===== src/rtl/ccff_chain_loader_if.sv =====
// Bundle of host bitstream, chain serial and readback signals for the chain loader.
// The loader side uses the slave modport; the host/chain side uses master.
interface ccff_chain_loader_if #(
  parameter int CHAIN_LEN = 1024,
  parameter int DATA_W    = 32
);
  localparam int CNT_W = $clog2(CHAIN_LEN + 1);

  logic              start;
  logic [DATA_W-1:0] cfg_data;
  logic              cfg_valid;
  logic              cfg_ready;
  logic              ccff_head;
  logic              shift_en;
  logic              ccff_tail;
  logic [DATA_W-1:0] rb_data;
  logic              rb_valid;
  logic              rb_ready;
  logic              busy;
  logic              done;
  logic [CNT_W-1:0]  bit_cnt;

  modport master (
    output start, cfg_data, cfg_valid, ccff_tail, rb_ready,
    input  cfg_ready, ccff_head, shift_en, rb_data, rb_valid, busy, done, bit_cnt
  );

  modport slave (
    input  start, cfg_data, cfg_valid, ccff_tail, rb_ready,
    output cfg_ready, ccff_head, shift_en, rb_data, rb_valid, busy, done, bit_cnt
  );
endinterface


===== src/rtl/ccff_chain_loader.sv =====
// Serializes host words into a configuration chain head while collecting the bits
// leaving the chain tail into readback words.
module ccff_chain_loader #(
  parameter int CHAIN_LEN = 1024,
  parameter int DATA_W    = 32
) (
  input logic prog_clk,
  input logic prog_reset,
  ccff_chain_loader_if.slave bus
);
  localparam int CNT_W = $clog2(CHAIN_LEN + 1);
  localparam int BC_W  = $clog2(DATA_W + 1);

  typedef enum logic [1:0] {S_IDLE, S_SHIFT, S_FLUSH, S_DONE} state_t;

  state_t            r_state;
  logic [DATA_W-1:0] r_buf;
  logic [BC_W-1:0]   r_bufCnt;
  logic [CNT_W-1:0]  r_loaded;
  logic [CNT_W-1:0]  r_bitCnt;
  logic [DATA_W-1:0] r_col;
  logic [BC_W-1:0]   r_colCnt;
  logic [DATA_W-1:0] r_rbData;
  logic              r_rbValid;

  logic              w_rbFree;
  logic              w_colFull;
  logic              w_blocked;
  logic              w_shift;
  logic              w_lastBit;
  logic              w_cfgReady;
  logic              w_cfgFire;
  logic [CNT_W-1:0]  w_remain;
  logic [BC_W-1:0]   w_loadCnt;
  logic [DATA_W-1:0] w_colShift;

  assign w_rbFree   = !r_rbValid || bus.rb_ready;
  assign w_colFull  = (r_colCnt == BC_W'(DATA_W));
  assign w_blocked  = r_rbValid && !bus.rb_ready && w_colFull;
  assign w_shift    = (r_state == S_SHIFT) && (r_bufCnt != '0) && !w_blocked;
  assign w_lastBit  = w_shift && (r_bitCnt == CNT_W'(CHAIN_LEN - 1));
  // A new word is only taken while chain bits remain unloaded.
  assign w_cfgReady = (r_state == S_SHIFT) && (r_loaded != CNT_W'(CHAIN_LEN)) &&
                      ((r_bufCnt == '0) || ((r_bufCnt == BC_W'(1)) && w_shift));
  assign w_cfgFire  = w_cfgReady && bus.cfg_valid;
  assign w_remain   = CNT_W'(CHAIN_LEN) - r_loaded;
  assign w_colShift = {r_col[DATA_W-2:0], bus.ccff_tail};

  always_comb begin
    w_loadCnt = BC_W'(DATA_W);
    if (int'(w_remain) < DATA_W) w_loadCnt = BC_W'(int'(w_remain));
  end

  always_ff @(posedge prog_clk) begin
    if (prog_reset) begin
      r_state   <= S_IDLE;
      r_buf     <= '0;
      r_bufCnt  <= '0;
      r_loaded  <= '0;
      r_bitCnt  <= '0;
      r_col     <= '0;
      r_colCnt  <= '0;
      r_rbData  <= '0;
      r_rbValid <= 1'b0;
    end else begin
      if (r_rbValid && bus.rb_ready) r_rbValid <= 1'b0;

      case (r_state)
        S_IDLE: begin
          if (bus.start) begin
            r_state  <= S_SHIFT;
            r_bitCnt <= '0;
            r_loaded <= '0;
          end
        end
        S_SHIFT: begin
          if (w_shift) begin
            r_bitCnt <= r_bitCnt + CNT_W'(1);
            if (w_lastBit) r_state <= S_FLUSH;
          end
        end
        S_FLUSH: begin
          if ((r_colCnt == '0) && w_rbFree) r_state <= S_DONE;
        end
        S_DONE:  r_state <= S_IDLE;
        default: r_state <= S_IDLE;
      endcase

      if (w_cfgFire) begin
        r_buf    <= bus.cfg_data;
        r_bufCnt <= w_loadCnt;
        r_loaded <= r_loaded + CNT_W'(w_loadCnt);
      end else if (w_shift) begin
        if (w_lastBit) begin
          r_buf    <= '0;
          r_bufCnt <= '0;
        end else begin
          r_buf    <= r_buf << 1;
          r_bufCnt <= r_bufCnt - BC_W'(1);
        end
      end

      // A full collector parks here until the readback slot frees up.
      if (w_shift) begin
        if (w_colFull) begin
          r_rbData  <= r_col;
          r_rbValid <= 1'b1;
          r_col     <= {{(DATA_W-1){1'b0}}, bus.ccff_tail};
          r_colCnt  <= BC_W'(1);
        end else if (r_colCnt == BC_W'(DATA_W - 1)) begin
          if (w_rbFree) begin
            r_rbData  <= w_colShift;
            r_rbValid <= 1'b1;
            r_col     <= '0;
            r_colCnt  <= '0;
          end else begin
            r_col    <= w_colShift;
            r_colCnt <= BC_W'(DATA_W);
          end
        end else begin
          r_col    <= w_colShift;
          r_colCnt <= r_colCnt + BC_W'(1);
        end
      end else if (w_colFull && w_rbFree) begin
        r_rbData  <= r_col;
        r_rbValid <= 1'b1;
        r_col     <= '0;
        r_colCnt  <= '0;
      end else if ((r_state == S_FLUSH) && (r_colCnt != '0) && w_rbFree) begin
        r_rbData  <= r_col << (DATA_W - int'(r_colCnt));
        r_rbValid <= 1'b1;
        r_col     <= '0;
        r_colCnt  <= '0;
      end
    end
  end

  assign bus.cfg_ready = w_cfgReady;
  assign bus.ccff_head = r_buf[DATA_W-1];
  assign bus.shift_en  = w_shift;
  assign bus.rb_data   = r_rbData;
  assign bus.rb_valid  = r_rbValid;
  assign bus.busy      = (r_state == S_SHIFT) || (r_state == S_FLUSH);
  assign bus.done      = (r_state == S_DONE);
  assign bus.bit_cnt   = r_bitCnt;
endmodule


===== src/flat_wrapper.sv =====
// flat-port wrapper written by rule: the top's interface ports become plain ports
module ccff_chain_loader_flat 
#(
  parameter int CHAIN_LEN = 1024,
  parameter int DATA_W    = 32
)
  (prog_clk, prog_reset, bus_start, bus_cfg_data, bus_cfg_valid, bus_ccff_tail, bus_rb_ready, bus_cfg_ready, bus_ccff_head, bus_shift_en, bus_rb_data, bus_rb_valid, bus_busy, bus_done, bus_bit_cnt);
  ccff_chain_loader_if #(.CHAIN_LEN(CHAIN_LEN), .DATA_W(DATA_W)) bus_i ();
  input logic prog_clk;
  input logic prog_reset;
  input wire logic [$bits(bus_i.start)-1:0] bus_start;
  input wire logic [$bits(bus_i.cfg_data)-1:0] bus_cfg_data;
  input wire logic [$bits(bus_i.cfg_valid)-1:0] bus_cfg_valid;
  input wire logic [$bits(bus_i.ccff_tail)-1:0] bus_ccff_tail;
  input wire logic [$bits(bus_i.rb_ready)-1:0] bus_rb_ready;
  output wire logic [$bits(bus_i.cfg_ready)-1:0] bus_cfg_ready;
  output wire logic [$bits(bus_i.ccff_head)-1:0] bus_ccff_head;
  output wire logic [$bits(bus_i.shift_en)-1:0] bus_shift_en;
  output wire logic [$bits(bus_i.rb_data)-1:0] bus_rb_data;
  output wire logic [$bits(bus_i.rb_valid)-1:0] bus_rb_valid;
  output wire logic [$bits(bus_i.busy)-1:0] bus_busy;
  output wire logic [$bits(bus_i.done)-1:0] bus_done;
  output wire logic [$bits(bus_i.bit_cnt)-1:0] bus_bit_cnt;
  assign bus_i.start = bus_start;
  assign bus_i.cfg_data = bus_cfg_data;
  assign bus_i.cfg_valid = bus_cfg_valid;
  assign bus_i.ccff_tail = bus_ccff_tail;
  assign bus_i.rb_ready = bus_rb_ready;
  assign bus_cfg_ready = bus_i.cfg_ready;
  assign bus_ccff_head = bus_i.ccff_head;
  assign bus_shift_en = bus_i.shift_en;
  assign bus_rb_data = bus_i.rb_data;
  assign bus_rb_valid = bus_i.rb_valid;
  assign bus_busy = bus_i.busy;
  assign bus_done = bus_i.done;
  assign bus_bit_cnt = bus_i.bit_cnt;
  ccff_chain_loader #(.CHAIN_LEN(CHAIN_LEN), .DATA_W(DATA_W)) u_core (.prog_clk(prog_clk), .prog_reset(prog_reset), .bus(bus_i));
endmodule

===== config.mk =====
export PLATFORM = sky130hd
export DESIGN_NAME = ccff_chain_loader_flat
export DESIGN_NICKNAME = d
export VERILOG_FILES = /design/src/rtl/ccff_chain_loader_if.sv /design/src/rtl/ccff_chain_loader.sv /design/src/flat_wrapper.sv
export SDC_FILE = /design/constraint.sdc
export NUM_CORES = 1
export LEC_CHECK = 0
export CORE_MARGIN = 2
export CORE_UTILIZATION = 45
export DETAILED_ROUTE_END_ITERATION = 12
export PLACE_DENSITY = 0.77
export SLEW_MARGIN = 30
export SYNTH_ARGS = -nofsm -noshare
export SYNTH_HDL_FRONTEND = slang
export SYNTH_SLANG_ARGS = --single-unit

===== constraint.sdc =====
create_clock -name prog_clk -period 9.8 [get_ports prog_clk]
set_clock_uncertainty 0.1 [all_clocks]
set_input_delay 1.96 -clock prog_clk [delete_from_list [all_inputs] [get_ports prog_clk]]
set_output_delay 1.96 -clock prog_clk [all_outputs]
set_load 0.005 [all_outputs]

Word level (Yosys, flattened, before mapping)
Index checks and enable logic that the tools add are counted.
W data, S select, Z words.
Word-level totals
  input bits: 38
  word-level logic and storage cells: 107
  bits in registers: 133
  output and inout bits: 49
Operators by class
  equal/unequal tests: 14
  $lt $le $gt $ge: 1
  add/sub/neg operators: 6
  reductions and logical operators: 34
  multiplexer cells: 42
  shift operators: 1
Operator list (count)
  $mux W32: 15
  $mux W6: 10
  $mux W11: 4
  $shl A32 B32 Y32: 1
  $pmux W11 S2: 1
  $logic_and A1 B1 Y1: 14
  $logic_not A6 Y1: 2
  $reduce_bool A6 Y1: 2
  $add A11 B1 Y11 const B: 1
  $add A11 B6 Y11: 1
  $eq A11 B10 Y1 const B: 1
  $lt A11 B6 Y1 const B: 1
  $ne A11 B11 Y1 const B: 1
  $sub A11 B11 Y11 const A: 1
  $mux W2: 4
  $pmux W2 S4: 1
  $reduce_bool A2 Y1: 4
  $mux W1: 7
  $sub A6 B6 Y7 const A: 1
  $add A6 B1 Y6 const B: 1
  $eq A6 B1 Y1 const B: 1
  $eq A6 B5 Y1 const B: 1
  $eq A6 B6 Y1 const B: 1
  $ne A2 B1 Y1 const B: 3
  other kinds (13): 19

Logic depth before layout (Yosys ltp)
Gate-level depths: netlist of the first run.
  depth in word-level cells: 11
  gate-level depth with buffers: 16
  gate-level depth less buffers: 15

Worst setup path after synthesis of the first run
OpenSTA, ideal clock, no wires.
  kind: input to output
  start: input bus_rb_ready
  end: output bus_shift_en
  arrival: 2832 ps
  path buffers: 2
  data required time: 7740 ps
  path slack: 4908 ps
  cell stages on the path: 5
  path through: nor2b_1 a21o_1 inv_1 clkbuf_1 clkbuf_1
On the way
  longest elaborated chain between the ends: 5
Ends and longest elaborated chain
  start, declared: RTL line flat_wrapper.sv:15  | input wire logic [$bits(bus_i.rb_ready)-1:0] bus_rb_ready;
  $logic_not A1 Y1: RTL line ccff_chain_loader.sv:39  | assign w_blocked = r_rbValid && !bus.rb_ready && w_colFull;
  $logic_and A1 B1 Y1 (2 in series): RTL line ccff_chain_loader.sv:39
  $logic_not A1 Y1: RTL line ccff_chain_loader.sv:40  | assign w_shift = (r_state == S_SHIFT) && (r_bufCnt != '0) && !w_blocked;
  $logic_and A1 B1 Y1: RTL line ccff_chain_loader.sv:40
  end, declared: RTL line flat_wrapper.sv:18  | output wire logic [$bits(bus_i.shift_en)-1:0] bus_shift_en;
Every way passes these cells.

Worst setup path after layout of the first run
Same ends and word-level chain as after synthesis.

==> results.md, run 1 <==
Synth:
- The number of instances in the synthesized netlist is a little under 1k.
- The synthesized design contains between 100 and 150 register bits.
- The Yosys step of the flow raised 0 warnings.
- The cell area after synthesis is slightly above 8000 sq um.
- In this run the mean area of a mapped cell was slightly above 8 sq um.
- By area, the combinational part of the netlist is dominated by compound AO/OA/AOI/OAI gates.
- The share of the synthesized area in compound gates (AO/OA/AOI/OAI) was 0.268.
- The synthesized design contains 0 enable-type register cells.
- The most frequently used flop master after synthesis is sky130_fd_sc_hd__dfxtp_1.
- The register area share after synthesis is 0.328.
- Of the post-synthesis cell area, the part taken by muxes is 0.106.
- Counting every net in the synthesized netlist gives 1038.
- Of the total synthesized cell area, the portion taken by XOR and XNOR cells is 0.0140.
- The distinct cell type count of the synthesized netlist is between 70 and 80.
- The fraction of registers with async set/reset is 0.
- The simple-gate share of the synthesized area is 0.205.
- The synthesized-area fraction occupied by adder cells is 0.0241.

Finish:
- The layout cell share with drive strength beyond 1 is 0.106.
- The number of antenna cells inserted is 0.
- The count of cells in the finished layout, fillers not included, comes to 1258.
- From synthesis to final layout, the design area changed by 19.4%.
- The area of all placed cells without fillers is just under 10000 sq um.
- The post-layout utilization of the core is 0.542.
- In the final design database the tool counted 1069 nets.

Placed design:
- The routability-driven placement congestion ratio is between 0.9 and 1.
- The count of port buffers added during placement is 86.
- The detailed placement HPWL is around 15000 microns.
- The total placed cells including tap cells is between 1k and 1.5k.
- Once placement finished, the instance area stood at around 9100 sq um.

STA:
- The number of hold violations in the final report was 0.
- The top achievable clock speed is roughly 170 MHz.
- In this run the tightest slew margin relative to its limit is 0.406.
- The final total negative setup slack is 0 ns.
- For the finished layout, the period the worst path requires is 5.88 ns.
- The post-route clock period utilization is 0.600.
- The number of max-slew violations in the final report is 0.
- Setup repair after global routing left no endpoint under its margin.
- Across all hold checks on the routed design, the worst slack comes to 0.357 ns.
- The transition time at the pin with the least slew margin is ~0.9 ns.
- Setup violations remaining at the end of the flow were counted as 0.

Floorplanning:
- The vertical extent of the die is approximately 140 microns.
- The die covers about 19000 sq um.
- The initial cell density of the core is 0.454.
- The region available for standard cell placement spans about 18000 sq um.
- between 80 and 90 I/O pins were placed.
- The initialized floorplan defines 49 standard-cell rows.
- The die width is 138 microns.

Routing:
- After the first detailed-routing iteration, the DRC count stood at 1007.
- For this run, design rule violations remaining after detail routing come to 0.
- In the final routed layout, each cell accounts on average for approximately 18 microns.
- The first detailed-routing pass took 7 iterations.
- The total wirelength of the detailed-routed design is approximately 23000 microns.
- The count of antenna-violating nets left after detailed routing is 0.
- The routed layout has just over 8k vias.
- After detailed routing, the number of vias per cell comes to 6.46.

CTS:
- The H-tree generated during clock tree synthesis spans 4 levels.
- The clock tree buffer depth is 2.
- The tree is rooted in a sky130_fd_sc_hd__clkbuf_16.
- The number of buffers created by CTS is 17.
- The TritonCTS clock tree is yes.
- In this run, post-CTS hold repair placed 0 buffers.
- The number of clock sinks is roughly 130.
- The post-CTS setup buffer count is 0.
- The clock latency of the later-clocked register in the worst-skew pair is around 0.42 ns.
- Post-CTS repair changed the size of 0 cells.
- The clock-pin transition on the worst setup and hold timing paths is approximately 0.060 ns.

Setup path:
- The required time of the critical path is 7.74 ns.
- The category of the worst setup path capture point is an output pin.
- The critical path in this run is classified as in2out.
- Data arrives at the worst endpoint at 3.82 ns.
- The worst setup path is launched from an input pin.
- In this run the worst path has a maximum fanout of 40.

GRT:
- The leftover overflow at the end of global routing is 0.
- The number of global-route vias before repair is about 7.5k.
- The largest net degree at the start of global routing is a little under 80.
- The number of antenna violations at the first check in global routing is 0.
- The aggregate global-route resource usage is 0.242.
- The first global-routing pass estimated ~39000 microns of wire.

Power:
- The standby leakage power is approximately 3.2 nW.
- The power per cell area is roughly 250 nW/um^2.
- The worst-case vdd ir drop is between 0.15 and 0.2 mV.

Run status:
- The run finished with clean final reports.

Flow run:
- The number of max-cap violations is 0.

Min path:
- The worst hold path belongs to the class reg2reg.
[cell usage after synthesis, types with 4 or more instances]
library cell	n	area, sq um
sky130_fd_sc_hd__a211o_1	4	35.0
sky130_fd_sc_hd__a211oi_1	24	180
sky130_fd_sc_hd__a21o_1	7	52.6
sky130_fd_sc_hd__a21oi_1	53	265
sky130_fd_sc_hd__a221o_1	7	70.1
sky130_fd_sc_hd__a221oi_1	39	342
sky130_fd_sc_hd__a222oi_1	8	80.1
sky130_fd_sc_hd__a22oi_1	42	315
sky130_fd_sc_hd__a31oi_1	13	81.3
sky130_fd_sc_hd__a32o_1	6	60.1
sky130_fd_sc_hd__and2_1	5	31.3
sky130_fd_sc_hd__and3_1	5	31.3
sky130_fd_sc_hd__buf_1	8	30.0
sky130_fd_sc_hd__buf_2	20	100
sky130_fd_sc_hd__clkbuf_1	62	233
sky130_fd_sc_hd__dfxtp_1	133	2660
sky130_fd_sc_hd__ha_1	14	175
sky130_fd_sc_hd__inv_1	14	52.6
sky130_fd_sc_hd__mux2_2	5	56.3
sky130_fd_sc_hd__mux2i_1	13	130
sky130_fd_sc_hd__mux4_2	30	676
sky130_fd_sc_hd__nand2_1	92	345
sky130_fd_sc_hd__nand2b_1	6	37.5
sky130_fd_sc_hd__nand3_1	23	115
sky130_fd_sc_hd__nor2_1	140	526
sky130_fd_sc_hd__nor2b_1	5	31.3
sky130_fd_sc_hd__nor3_1	52	260
sky130_fd_sc_hd__nor3b_1	4	30.0
sky130_fd_sc_hd__nor4_1	5	31.3
sky130_fd_sc_hd__o211ai_1	13	97.6
sky130_fd_sc_hd__o21ai_0	43	215
sky130_fd_sc_hd__o22ai_1	7	43.8
sky130_fd_sc_hd__or3_1	9	56.3
sky130_fd_sc_hd__or4_1	5	37.5
sky130_fd_sc_hd__xnor2_1	4	35.0
sky130_fd_sc_hd__xor2_1	9	78.8
[power breakdown]
part	internal [W]	switching, W	total, W
clock	0.000404	0.000254	0.000658
combinational	0.000433	0.000653	0.00109
sequential	0.000645	0.0000659	0.000711
[worst paths after layout]
| check | cells past startpoint | end | slack [ns] | from |
|---|---|---|---|---|
| setup / recovery | 6 | bus_shift_en | 3.92 | bus_rb_ready |
| hold / removal | 2 | u_core.bus.rb_data[29]$_SDFFE_PP0P_ | 0.36 | u_core.bus.rb_data[29]$_SDFFE_PP0P_ |
| setup reg to reg | 10 | u_core.bus.rb_data[7]$_SDFFE_PP0P_ | 5.61 | u_core.r_colCnt[1]$_SDFFE_PP0P_ |
| hold reg to reg | 2 | u_core.bus.rb_data[29]$_SDFFE_PP0P_ | 0.36 | u_core.bus.rb_data[29]$_SDFFE_PP0P_ |
[stage by stage]
stage / worst slack, ns / total power (W)
6_report: 3.92 / 0.00245
5_1_grt: 3.81 / 0.00260
4_1_cts: 3.95 / 0.00244
3_5_place_dp: 3.96 / 0.00178
3_3_place_gp: 3.96 / 0.00176
2_1_floorplan: 4.91 / 0.00145
[flip-flops by register name, summed over array words and instances (netlist names), 2 cells and up]
signal              flops
u_core.r_bufCnt         6
u_core.r_buf           32
u_core.bus.rb_data     32
u_core.r_colCnt         6
u_core.r_loaded        11
u_core.r_col           32
u_core.bus.bit_cnt     11
u_core.r_state          2
[cells in the final DEF (no fill, tap or decap), types with 14 or more instances in the layout]
cell                              Yosys  routed
sky130_fd_sc_hd__a211oi_1            24      24
sky130_fd_sc_hd__a21oi_1             53      52
sky130_fd_sc_hd__a221oi_1            39      38
sky130_fd_sc_hd__a22oi_1             42      42
sky130_fd_sc_hd__buf_4                0      19
sky130_fd_sc_hd__clkbuf_16            0      17
sky130_fd_sc_hd__clkdlybuf4s50_1      0      85
sky130_fd_sc_hd__dfxtp_1            133     132
sky130_fd_sc_hd__ha_1                14      14
sky130_fd_sc_hd__inv_1               14      14
sky130_fd_sc_hd__mux4_2              30      30
sky130_fd_sc_hd__nand2_1             92      92
sky130_fd_sc_hd__nand3_1             23      23
sky130_fd_sc_hd__nor2_1             140     137
sky130_fd_sc_hd__nor3_1              52      52
sky130_fd_sc_hd__o21ai_0             43      43
[per-layer routing]
layer / up-vias / global-route usage / part of all wire
li1: 3781 / - / -
met1: 3793 / 0.349 / 0.43
met2: 484 / 0.342 / 0.43
met3: 72 / 0.0669 / 0.11
met4: 0 / 0.0999 / 0.028
met5: - / 0 / 0
[cell families (layout without fill, tap and decap cells)]
logic type	after synthesis	after routing
simple gates	367	367
compound gates	302	302
flops	133	133
buf+inv	107	151
mux	48	48
fa+ha+maj	15	15
xor+xnor	13	13
[critical path, cell delays in order]
cell and delay (ns):
sky130_fd_sc_hd__clkdlybuf4s50_1 0.45, sky130_fd_sc_hd__nor2b_1 0.26, sky130_fd_sc_hd__a21o_1 0.16, sky130_fd_sc_hd__buf_4 0.39, sky130_fd_sc_hd__inv_1 0.13, sky130_fd_sc_hd__clkdlybuf4s50_1 0.47
[cell type report]
class	count	area, sq um
fillers	1635	8160
clock inverters	13	171
inverters	15	56.3
clock buffers	19	433
well taps	229	287
multi-input cells	745	5070
repair buffers	104	993
flip-flops and latches	133	2660
Power figures use the tool's default switching activity.
==> inputs of run 2 (changes only) <==
--- a/config.mk
+++ b/config.mk
@@ -8,7 +8,7 @@
 export CORE_MARGIN = 2
 export CORE_UTILIZATION = 45
 export DETAILED_ROUTE_END_ITERATION = 12
-export PLACE_DENSITY = 0.77
+export PLACE_DENSITY = 0.79
 export SLEW_MARGIN = 30
 export SYNTH_ARGS = -nofsm -noshare
 export SYNTH_HDL_FRONTEND = slang
==> constraint.sdc (replaced) <==
create_clock -name prog_clk -period 5.4 [get_ports prog_clk]
set_clock_uncertainty 0.1 [all_clocks]
set_input_delay 1.08 -clock prog_clk [delete_from_list [all_inputs] [get_ports prog_clk]]
set_output_delay 1.08 -clock prog_clk [all_outputs]
set_load 0.005 [all_outputs]
==> run 2 against run 1 <==
Effect of this change: sequential cell count unchanged; non-clock buffer count grew 1; routed wire length up 0.11%; worst setup slack lost 2.7 ns; die area is the same; utilization did not move; first-iteration DRC count grew 22%; clock power up 82%.
==> results.md, run 2 (same netlist as run 1, synthesis figures left out) <==
STA:
- Setup repair after global routing left no endpoint under its margin.
- Of the available clock period, the critical path in the final layout requires 0.770.
- The transition time at the pin with the least slew margin came to 0.917 ns (+0.0327 ns).
- The final setup violation count was 0 (unchanged).
- The number of hold violations in the final report is 0 (unchanged).
- The worst path setup slack after routing was 1.24 ns (-2.67 ns).
- Derived from the worst setup path, the maximum achievable clock frequency is ~240 MHz.
- The worst path in the final design needs a cycle of ~4.2 ns, including I/O delays and setup.
- The final total negative setup slack is 0 ns (unchanged).
- The number of max-slew violations in the final report came to 0 (unchanged).
- The tightest slew margin relative to the limit came to 0.386 (-0.0193).

Setup path:
- The largest driver fanout on the critical path was 30 (-25%).
- The startpoint kind of the worst setup timing path is a flop.
- The worst setup path is of the reg2out kind.
- The worst setup path is captured at an output pin.
- The required time of the critical path is 4.22 ns (-3.52 ns).
- The flop-to-flop setup slack came to 1.36 ns (-4.25 ns).
- The data arrival time of the critical path is 2.98 ns (-0.84 ns).

Placed design:
- The total placed cells including tap cells was 1227 (+0.082%).
- The detailed placement HPWL is 15900 microns (+3.2%).
- The routability-driven placement congestion ratio is 0.973 (+0.90%).
- The minimum setup slack after placement is 1.38 ns (-2.58 ns).
- The count of port buffers added during placement is 86 (unchanged).

Finish:
- The number of nets in the layout is 1070 (+0.094%).
- The number of antenna cells inserted is 0 (unchanged).
- The top cell types in the final layout, fill and taps aside, are sky130_fd_sc_hd__nor2_1 (137), sky130_fd_sc_hd__dfxtp_1 (132), sky130_fd_sc_hd__nand2_1 (92), sky130_fd_sc_hd__clkdlybuf4s50_1 (85).
- The number of cells in the finished layout apart from fillers is 1259 (+0.079%).
- The post-layout utilization of the core is 0.542 (unchanged).
- The library cell used most frequently in the layout, excluding fill and tap cells, is sky130_fd_sc_hd__nor2_1.
- The area growth from synthesis to layout was 19.4% (unchanged).
- The layout cell share with drive strength beyond 1 came to 0.109 (+0.00281).

Power:
- The power per cell area was 459 nW/um^2 (+81%).
- The post-route total power came to 0.00444 W (+81%).
- The worst-case vdd ir drop is 0.347 mV (+120%).
- The standby leakage power is 3.24 nW (+0.45%).

Routing:
- The per-cell via count in the routed design came to 6.47 (about the same).
- The via count is 8144 (+0.17%).
- The total wirelength of the detailed-routed design was 23100 microns (+0.11%).
- The count of antenna-violating nets left after detailed routing was 0 (unchanged).
- The initial detailed-routing violation count came to 1233 (+22%).
- The remaining routing DRC violations is 0 (unchanged).
- The average detailed-routed wire length per instance is 18.4 microns (about the same).
- The number of optimization iterations in the first detailed-route pass is 6 (-1).

Min path:
- The worst hold path class is reg2reg.

CTS:
- The number of clock sinks is 133 (unchanged).
- The number of buffers inserted by hold repair at cts is 0 (unchanged).
- The TritonCTS clock tree is yes.
- The number of levels the H-tree was split into is 4 (unchanged).
- The clock latency of the later-clocked register in the worst-skew pair is 0.42 ns (about the same).
- The clock tree buffer depth was 2 (unchanged).
- The tree is rooted in a sky130_fd_sc_hd__clkbuf_16.
- The clock-pin transition on the worst setup and hold timing paths is 0.06 ns (about the same).
- The number of buffers created by CTS is 17 (unchanged).
- The total of cells resized after clock tree synthesis is 0 (unchanged).
- The post-CTS setup buffer count is 0 (unchanged).

GRT:
- The aggregate global-route resource usage is 0.239 (-0.00299).
- The number of antenna violations at the first check in global routing was 0 (unchanged).
- The largest net degree at the start of global routing is 73 (-6.4%).
- The number of global-route vias before repair came to 7294 (-2.2%).
- The leftover overflow at the end of global routing is 0 (unchanged).
- The global-route wire length before repair came to 38100 microns (-1.9%).

Floorplanning:
- The number of core rows was 49 (unchanged).
- The vertical extent of the die was 138 microns (unchanged).
- The floorplan die area is 19100 sq um (unchanged).
- The core area came to 17800 sq um (unchanged).
- The number of placed I/O pins was 87 (unchanged).
- The initial cell density of the core was 0.454 (unchanged).
- The die width is 138 microns (unchanged).

Run status:
- The run finished with clean final reports.

Flow run:
- The number of max-cap violations was 0 (unchanged).
==> run 2: routing by layer <==
metal / global-route usage / share of wire / wire (microns) / vias up
met4: 0.0789 / 0.020 / 453 / 0
met3: 0.0572 / 0.10 / 2350 / 47
met2: 0.359 / 0.44 / 10200 / 469
met1: 0.341 / 0.44 / 10100 / 3844
met5: 0 / 0 / 0 / -
li1: - / - / - / 3784
==> run 2: critical path, stage by stage (launching register included) <==
cell,delay (ns)
sky130_fd_sc_hd__dfxtp_1,0.34
sky130_fd_sc_hd__inv_1,0.07
sky130_fd_sc_hd__ha_2,0.26
sky130_fd_sc_hd__or4b_1,0.62
sky130_fd_sc_hd__nor2_1,0.14
sky130_fd_sc_hd__buf_4,0.21
sky130_fd_sc_hd__a21o_1,0.16
sky130_fd_sc_hd__inv_1,0.04
sky130_fd_sc_hd__buf_4,0.23
sky130_fd_sc_hd__clkdlybuf4s50_1,0.48
==> run 2: layout make-up <==
| cell class | instances | area, sq um |
|---|---|---|
| sequential | 133 | 2660 |
| timing repair buffer | 105 | 1000 |
| clock buffer | 18 | 439 |
| inverter | 15 | 56.3 |
| fill | 1639 | 8160 |
| clock inverter | 14 | 163 |
| tap | 229 | 287 |
| multi-input combinational | 745 | 5070 |
==> run 2: power by group <==
group          switching [W]  internal, W  leakage (nW)
Clock               0.000489     0.000708         0.301
Combinational        0.00116     0.000793          1.86
Sequential          0.000122      0.00117          1.08
Total                0.00177      0.00267          3.24
==> run 2: final timing paths <==
path,depth (start not counted),to,start
max,9,bus_shift_en,u_core.r_colCnt[1]$_SDFFE_PP0P_
max reg2reg,12,u_core.r_loaded[10]$_SDFFE_PP0P_,u_core.r_loaded[0]$_SDFFE_PP0P_
min,2,u_core.bus.rb_data[13]$_SDFFE_PP0P_,u_core.bus.rb_data[13]$_SDFFE_PP0P_
min reg2reg,2,u_core.bus.rb_data[13]$_SDFFE_PP0P_,u_core.bus.rb_data[13]$_SDFFE_PP0P_
==> run 2: metrics by stage <==
step                      hold slack [ns]  area, sq um
after floorplan                     0.348         8110
after global placement              0.347         9070
after detailed placement            0.355         9070
after CTS                           0.365         9680
after global routing                0.391         9680
final                               0.368         9680
